### config.mk
export PLATFORM = sky130hd
export DESIGN_NAME = alu_ex_stage_flat
export DESIGN_NICKNAME = d
export VERILOG_FILES = /design/src/rtl/alu_ex_stage_if.sv /design/src/rtl/alu_ex_stage.sv /design/src/flat_wrapper.sv
export SDC_FILE = /design/constraint.sdc
export NUM_CORES = 1
export LEC_CHECK = 0
export CELL_PAD_IN_SITES_DETAIL_PLACEMENT = 1
export CELL_PAD_IN_SITES_GLOBAL_PLACEMENT = 2
export CORE_ASPECT_RATIO = 0.6
export CORE_MARGIN = 1
export CORE_UTILIZATION = 23
export DETAILED_ROUTE_END_ITERATION = 8
export HOLD_SLACK_MARGIN = 0.15
export MAX_ROUTING_LAYER = met4
export PLACE_DENSITY_LB_ADDON = 0.1
export SLEW_MARGIN = 20
export SYNTH_ARGS = -nofsm -noshare
export SYNTH_HDL_FRONTEND = slang
export SYNTH_SLANG_ARGS = --single-unit
### constraint.sdc
create_clock -name clk_i -period 2.5 [get_ports clk_i]
set_clock_uncertainty 0.15 [all_clocks]
set_input_delay 0.5 -clock clk_i [delete_from_list [all_inputs] [get_ports clk_i]]
set_output_delay 0.5 -clock clk_i [all_outputs]
set_load 0.1 [all_outputs]
### src/rtl/alu_ex_stage_if.sv
// Signal bundle between the execute stage, the decode stage, the external ALU and the memory stage.
// The master side is the environment around the stage; the slave side is alu_ex_stage itself.
interface alu_ex_stage_if #(
  parameter int unsigned WIDTH = 32,
  parameter int unsigned RADDR = 5
);
  logic             flush_i;
  logic             in_valid_i;
  logic             in_ready_o;
  logic [WIDTH-1:0] rs1_val_i;
  logic [WIDTH-1:0] rs2_val_i;
  logic [WIDTH-1:0] imm_i;
  logic [WIDTH-1:0] pc_i;
  logic             srca_sel_i;
  logic             srcb_sel_i;
  logic [2:0]       alucontrol_i;
  logic [RADDR-1:0] rs1_i;
  logic [RADDR-1:0] rs2_i;
  logic [RADDR-1:0] rd_i;
  logic             regwrite_i;
  logic [WIDTH-1:0] alu_a_o;
  logic [WIDTH-1:0] alu_b_o;
  logic [2:0]       alu_ctrl_o;
  logic [WIDTH-1:0] alu_result_i;
  logic             alu_zero_i;
  logic             out_valid_o;
  logic             out_ready_i;
  logic [WIDTH-1:0] result_o;
  logic             zero_o;
  logic [RADDR-1:0] rd_o;
  logic             regwrite_o;

  modport master (
    output flush_i, in_valid_i, rs1_val_i, rs2_val_i, imm_i, pc_i, srca_sel_i, srcb_sel_i,
           alucontrol_i, rs1_i, rs2_i, rd_i, regwrite_i, alu_result_i, alu_zero_i, out_ready_i,
    input  in_ready_o, alu_a_o, alu_b_o, alu_ctrl_o, out_valid_o, result_o, zero_o, rd_o,
           regwrite_o
  );

  modport slave (
    input  flush_i, in_valid_i, rs1_val_i, rs2_val_i, imm_i, pc_i, srca_sel_i, srcb_sel_i,
           alucontrol_i, rs1_i, rs2_i, rd_i, regwrite_i, alu_result_i, alu_zero_i, out_ready_i,
    output in_ready_o, alu_a_o, alu_b_o, alu_ctrl_o, out_valid_o, result_o, zero_o, rd_o,
           regwrite_o
  );
endinterface

### src/rtl/alu_ex_stage.sv
// Execute stage around an external combinational ALU: ID/EX slot feeds the ALU, EX/MEM slot holds
// its result; valid/ready on both sides. Define ALU_EX_FWD_EN for the EX/MEM-to-EX bypass.
module alu_ex_stage #(
  parameter int unsigned WIDTH = 32,
  parameter int unsigned RADDR = 5
) (
  input logic          clk_i,
  input logic          rst_i,
  alu_ex_stage_if.slave bus
);
  // ID/EX slot
  logic             v1_q, v1_d;
  logic [WIDTH-1:0] a_q, b_q;
  logic [2:0]       ctrl_q;
  logic [RADDR-1:0] rs1_q, rs2_q, rd1_q;
  logic             regwrite1_q, a_reg_q, b_reg_q;
  // EX/MEM slot
  logic             v2_q, v2_d;
  logic [WIDTH-1:0] result_q;
  logic             zero_q;
  logic [RADDR-1:0] rd2_q;
  logic             regwrite2_q;

  logic adv1, adv2, s2_free, in_ready, accept;

  always_comb begin
    adv2     = v2_q & bus.out_ready_i;
    s2_free  = ~v2_q | adv2;
    adv1     = v1_q & s2_free;
    in_ready = ~v1_q | adv1;
    accept   = bus.in_valid_i & in_ready;

    v1_d = v1_q;
    v2_d = v2_q;
    if (accept) begin
      v1_d = 1'b1;
    end else if (adv1) begin
      v1_d = 1'b0;
    end
    if (adv1) begin
      v2_d = 1'b1;
    end else if (adv2) begin
      v2_d = 1'b0;
    end
    if (bus.flush_i) begin
      v1_d = 1'b0;
      v2_d = 1'b0;
    end
  end

  always_ff @(posedge clk_i) begin
    if (rst_i) begin
      v1_q <= 1'b0;
      v2_q <= 1'b0;
    end else begin
      v1_q <= v1_d;
      v2_q <= v2_d;
    end
  end

  always_ff @(posedge clk_i) begin
    if (rst_i) begin
      a_q         <= '0;
      b_q         <= '0;
      ctrl_q      <= '0;
      rs1_q       <= '0;
      rs2_q       <= '0;
      rd1_q       <= '0;
      regwrite1_q <= 1'b0;
      a_reg_q     <= 1'b0;
      b_reg_q     <= 1'b0;
    end else if (accept && !bus.flush_i) begin
      a_q         <= bus.srca_sel_i ? bus.pc_i : bus.rs1_val_i;
      b_q         <= bus.srcb_sel_i ? bus.imm_i : bus.rs2_val_i;
      ctrl_q      <= bus.alucontrol_i;
      rs1_q       <= bus.rs1_i;
      rs2_q       <= bus.rs2_i;
      rd1_q       <= bus.rd_i;
      regwrite1_q <= bus.regwrite_i;
      a_reg_q     <= ~bus.srca_sel_i;
      b_reg_q     <= ~bus.srcb_sel_i;
    end
  end

  // Writes to x0 are dropped here so regwrite_o can be used directly by forwarding and writeback.
  always_ff @(posedge clk_i) begin
    if (rst_i) begin
      result_q    <= '0;
      zero_q      <= 1'b0;
      rd2_q       <= '0;
      regwrite2_q <= 1'b0;
    end else if (adv1 && !bus.flush_i) begin
      result_q    <= bus.alu_result_i;
      zero_q      <= bus.alu_zero_i;
      rd2_q       <= rd1_q;
      regwrite2_q <= regwrite1_q & (rd1_q != '0);
    end
  end

`ifdef ALU_EX_FWD_EN
  logic fwd_ok;
  always_comb begin
    fwd_ok      = v2_q & regwrite2_q & (rd2_q != '0);
    bus.alu_a_o = (fwd_ok && a_reg_q && (rd2_q == rs1_q)) ? result_q : a_q;
    bus.alu_b_o = (fwd_ok && b_reg_q && (rd2_q == rs2_q)) ? result_q : b_q;
  end
`else
  logic unused_fwd;
  assign unused_fwd  = ^{rs1_q, rs2_q, a_reg_q, b_reg_q};
  assign bus.alu_a_o = a_q;
  assign bus.alu_b_o = b_q;
`endif

  assign bus.alu_ctrl_o  = ctrl_q;
  assign bus.in_ready_o  = in_ready;
  assign bus.out_valid_o = v2_q;
  assign bus.result_o    = result_q;
  assign bus.zero_o      = zero_q;
  assign bus.rd_o        = rd2_q;
  assign bus.regwrite_o  = regwrite2_q;
endmodule
### src/flat_wrapper.sv
// flat-port wrapper written by rule: the top's interface ports become plain ports
module alu_ex_stage_flat 
#(
  parameter int unsigned WIDTH = 32,
  parameter int unsigned RADDR = 5
)
  (clk_i, rst_i, bus_flush_i, bus_in_valid_i, bus_rs1_val_i, bus_rs2_val_i, bus_imm_i, bus_pc_i, bus_srca_sel_i, bus_srcb_sel_i, bus_alucontrol_i, bus_rs1_i, bus_rs2_i, bus_rd_i, bus_regwrite_i, bus_alu_result_i, bus_alu_zero_i, bus_out_ready_i, bus_in_ready_o, bus_alu_a_o, bus_alu_b_o, bus_alu_ctrl_o, bus_out_valid_o, bus_result_o, bus_zero_o, bus_rd_o, bus_regwrite_o);
  alu_ex_stage_if #(.WIDTH(WIDTH), .RADDR(RADDR)) bus_i ();
  input logic clk_i;
  input logic rst_i;
  input wire logic [$bits(bus_i.flush_i)-1:0] bus_flush_i;
  input wire logic [$bits(bus_i.in_valid_i)-1:0] bus_in_valid_i;
  input wire logic [$bits(bus_i.rs1_val_i)-1:0] bus_rs1_val_i;
  input wire logic [$bits(bus_i.rs2_val_i)-1:0] bus_rs2_val_i;
  input wire logic [$bits(bus_i.imm_i)-1:0] bus_imm_i;
  input wire logic [$bits(bus_i.pc_i)-1:0] bus_pc_i;
  input wire logic [$bits(bus_i.srca_sel_i)-1:0] bus_srca_sel_i;
  input wire logic [$bits(bus_i.srcb_sel_i)-1:0] bus_srcb_sel_i;
  input wire logic [$bits(bus_i.alucontrol_i)-1:0] bus_alucontrol_i;
  input wire logic [$bits(bus_i.rs1_i)-1:0] bus_rs1_i;
  input wire logic [$bits(bus_i.rs2_i)-1:0] bus_rs2_i;
  input wire logic [$bits(bus_i.rd_i)-1:0] bus_rd_i;
  input wire logic [$bits(bus_i.regwrite_i)-1:0] bus_regwrite_i;
  input wire logic [$bits(bus_i.alu_result_i)-1:0] bus_alu_result_i;
  input wire logic [$bits(bus_i.alu_zero_i)-1:0] bus_alu_zero_i;
  input wire logic [$bits(bus_i.out_ready_i)-1:0] bus_out_ready_i;
  output wire logic [$bits(bus_i.in_ready_o)-1:0] bus_in_ready_o;
  output wire logic [$bits(bus_i.alu_a_o)-1:0] bus_alu_a_o;
  output wire logic [$bits(bus_i.alu_b_o)-1:0] bus_alu_b_o;
  output wire logic [$bits(bus_i.alu_ctrl_o)-1:0] bus_alu_ctrl_o;
  output wire logic [$bits(bus_i.out_valid_o)-1:0] bus_out_valid_o;
  output wire logic [$bits(bus_i.result_o)-1:0] bus_result_o;
  output wire logic [$bits(bus_i.zero_o)-1:0] bus_zero_o;
  output wire logic [$bits(bus_i.rd_o)-1:0] bus_rd_o;
  output wire logic [$bits(bus_i.regwrite_o)-1:0] bus_regwrite_o;
  assign bus_i.flush_i = bus_flush_i;
  assign bus_i.in_valid_i = bus_in_valid_i;
  assign bus_i.rs1_val_i = bus_rs1_val_i;
  assign bus_i.rs2_val_i = bus_rs2_val_i;
  assign bus_i.imm_i = bus_imm_i;
  assign bus_i.pc_i = bus_pc_i;
  assign bus_i.srca_sel_i = bus_srca_sel_i;
  assign bus_i.srcb_sel_i = bus_srcb_sel_i;
  assign bus_i.alucontrol_i = bus_alucontrol_i;
  assign bus_i.rs1_i = bus_rs1_i;
  assign bus_i.rs2_i = bus_rs2_i;
  assign bus_i.rd_i = bus_rd_i;
  assign bus_i.regwrite_i = bus_regwrite_i;
  assign bus_i.alu_result_i = bus_alu_result_i;
  assign bus_i.alu_zero_i = bus_alu_zero_i;
  assign bus_i.out_ready_i = bus_out_ready_i;
  assign bus_in_ready_o = bus_i.in_ready_o;
  assign bus_alu_a_o = bus_i.alu_a_o;
  assign bus_alu_b_o = bus_i.alu_b_o;
  assign bus_alu_ctrl_o = bus_i.alu_ctrl_o;
  assign bus_out_valid_o = bus_i.out_valid_o;
  assign bus_result_o = bus_i.result_o;
  assign bus_zero_o = bus_i.zero_o;
  assign bus_rd_o = bus_i.rd_o;
  assign bus_regwrite_o = bus_i.regwrite_o;
  alu_ex_stage #(.WIDTH(WIDTH), .RADDR(RADDR)) u_core (.clk_i(clk_i), .rst_i(rst_i), .bus(bus_i));
endmodule
==> qor.csv <==
metric,value,unit
status,completed,
final.hold.worst_slack,329,ps
cts_tree,built,
dr.first_iter.drc_count,138,
post_cts.resized_instances,0,
route.detailed.vias_per_inst,4.53,
design.final.nets,972,
report.final.setup_viol,0,
worstPathArrival,1590,ps
worstSetupPathType,in -> out,
worst_setup_path_start_kind,input pin,
io_pins,295,
top_delay_family_on_crit_path,buffers and inverters,
ir_drop,0.416,mV
slew-limit-headroom,0.641,
die_height,119,um
compound_cell_area_share_of_the_yosys_netlist,0.290,
start_util,0.236,
firstDrtPassIters,4,
critical_path.n_buffers_inverters,3,
die_width,197,um
grt_antenna_before_repair,0,
achievable-frequency,0.447,GHz
critPathSlowestCell,clkdlybuf4s50_1,
die_area,23400,sq um
std_cell_rows,42,
synthDominantCellAreaShare,0.435,
syn-cell-area,5240,sq um
final.period_utilization,0.895,
core_area,22200,sq um
worstSetupEndpointType,primary output,
cts_setup_buffers,0,
seq_area_frac_synth,0.435,
syn-num-nets,709,
timing.final.crit_period,2240,ps
numPlacedInstances,1074,
place.gp.congestion,0.727,
yosysWarnings,0,
num_antenna_cells,0,
final_non_filler_cell_total,1106,
place_ws,273,ps
path_max_fanout,3,
synth.top_cells.by_area,"dfxtp_1 (44%), a211oi_2 (15%), mux2i_1 (14%)",
post_synth_fa_ha_maj_area_fraction,0,
portBuffers,284,
share_of_the_synthesized_netlist_area_taken_by_xor_and_xnor_gates,0,
synth_simple_gate_area_frac,0.0726,
cts_sinks,114,
htree_levels,4,
vias_in_the_first_global_route,5328,
cellLeakagePower,3.38,nW
worstHoldPathType,reg -> reg,
list_of_cells_traversed_by_the_critical_path,clkdlybuf4s50_1 -> nand3b_1 -> buf_4 -> buf_12,
drive_above_1_share,0.284,
via_count,5013,
cap_viol_max_count,0,
post_synth_mux_area_share,0.139,
place_hpwl,13700,um
post_cts_hold_buffer_count,0,
syn-mean-instance-area,10.0,sq um
power_density,668,nW/um^2
syn-instance-count,522,
drt.antenna.violating_nets,0,
clk_root_buffer_cell,clkbuf_16,
clkLatencyLatePin,410,ps
transition_time_at_the_pin_with_the_least_slew_margin,538,ps
drt_drc_violations_left,0,
crit_path_required_time,1850,ps
grt_max_degree,65,
netlist-cell-type-count,20,
postLayoutSetupSlackWorst,263,ps
finalHoldViolCount,0,
clock_tree.buffer_depth,2,
fin_tns_setup,0,ps
worst_setup_hold_path_clk_slew,60,ps
yosys.area.top_type,dfxtp_1,
wl,19200,um
setup_repair_after_global_routing_missed_its_margin,false,
flow.area_growth_from_synthesis,67.2,%
synth_top_family_by_area,compound AO/OA/AOI/OAI gates,
cp_slowest_stage_delay,430,ps
finalMaxSlewViolations,0,
first_pass_grt_wire_length,30200,um
cts_buffers,17,
grt.total_usage,0.170,
globalRouteOverflowTotal,0,
synth.ff_latch_count,114,
detail_route.wl_per_cell,17.3,um
[layer usage]
metal / share of wire / global-route usage / vias up
met5: 0 / - / -
met4: 0.0083 / 0.0509 / 0
met3: 0.065 / 0.0507 / 9
met2: 0.45 / 0.257 / 143
met1: 0.48 / 0.216 / 2414
li1: - / - / 2447
[kinds of logic after synthesis]
family,count (synthesis)
multiplexers,73
buffers and inverters,59
flip-flops,114
AND/OR/NAND/NOR,69
AO/OA/AOI/OAI,207
[layout by cell type, fill, tap and decap left out]
cell	count
nor2b_4	1
clkinv_4	1
nand3b_1	1
nor2b_2	1
buf_4	115
dfxtp_1	114
clkbuf_1	2
and2b_1	1
nor2b_1	1
nand3_1	38
o41ai_1	1
o21ai_0	39
a21oi_1	103
or4_1	1
buf_2	2
inv_6	2
clkbuf_16	17
a211oi_2	64
nor3_1	2
nor2_1	2
buf_12	13
clkinvlp_4	5
clkbuf_8	2
nand2b_1	20
mux2i_1	73
and2_4	1
clkinv_2	1
clkdlybuf4s50_1	173
bufinv_16	2
[per-stage QoR]
| stage | area (sq um) | total power, W | utilization |
|---|---|---|---|
| after global routing | 8770 | 0.00611 | 0.395 |
| after floorplan | 5240 | 0.00296 | - |
| after detailed placement | 8180 | 0.00349 | 0.369 |
| after global placement | 8180 | 0.00347 | 0.369 |
| final | 8770 | 0.00586 | 0.395 |
| after CTS | 8770 | 0.00595 | 0.395 |
[worst min-delay path: cells and delay by family (launching register included)]
family | cells | cell delay (ps)
DFF | 1 | 300
AOI/OAI and AO/OA | 2 | 130
[worst paths after layout]
path	from	to	slack, ps	cells past startpoint
setup / recovery	bus_out_ready_i	bus_in_ready_o	260	4
hold / removal	u_core.bus.result_o[25]$_SDFFE_PP0P_	u_core.bus.result_o[25]$_SDFFE_PP0P_	330	2
setup reg to reg	u_core.bus.out_valid_o$_SDFFE_PP0P_	u_core.bus.result_o[26]$_SDFFE_PP0P_	940	4
hold reg to reg	u_core.bus.result_o[25]$_SDFFE_PP0P_	u_core.bus.result_o[25]$_SDFFE_PP0P_	330	2
[cell type report]
class | instances | area, sq um
Timing Repair Buffer | 303 | 2870
Tap cell | 308 | 385
Fill cell | 2460 | 13400
Sequential cell | 114 | 2280
Clock buffer | 21 | 460
Multi-Input combinational cell | 349 | 2640
Clock inverter | 11 | 129
[sequential cells by signal (all words and copies together), names as in the netlist, 3 cells and up]
signal	count
u_core.bus.alu_b_o	32
u_core.bus.result_o	32
u_core.bus.alu_a_o	32
u_core.rd1_q	5
u_core.bus.alu_ctrl_o	3
u_core.bus.rd_o	5
[synthesized netlist by cell type]
| library cell | instances |
|---|---|
| dfxtp_1 | 114 |
| a21oi_1 | 103 |
| mux2i_1 | 73 |
| a211oi_2 | 64 |
| o21ai_0 | 39 |
| nand3_1 | 38 |
| buf_2 | 26 |
| nand2b_1 | 20 |
| clkbuf_1 | 15 |
| buf_6 | 8 |
| buf_1 | 6 |
| buf_4 | 4 |
| nor2b_1 | 3 |
| nor2_1 | 2 |
| nor3_1 | 2 |
| and2_1 | 1 |
| and2b_1 | 1 |
| nand3b_1 | 1 |
| o41ai_1 | 1 |
| or4_1 | 1 |
[power breakdown]
part	switching, W	leakage (nW)	internal [W]	total (W)
logic	0.000953	2.18	0.000522	0.00148
registers	0.0000523	0.934	0.00191	0.00196
clock network	0.000894	0.272	0.00153	0.00242
No activity file was read; power rests on OpenSTA's default activity.
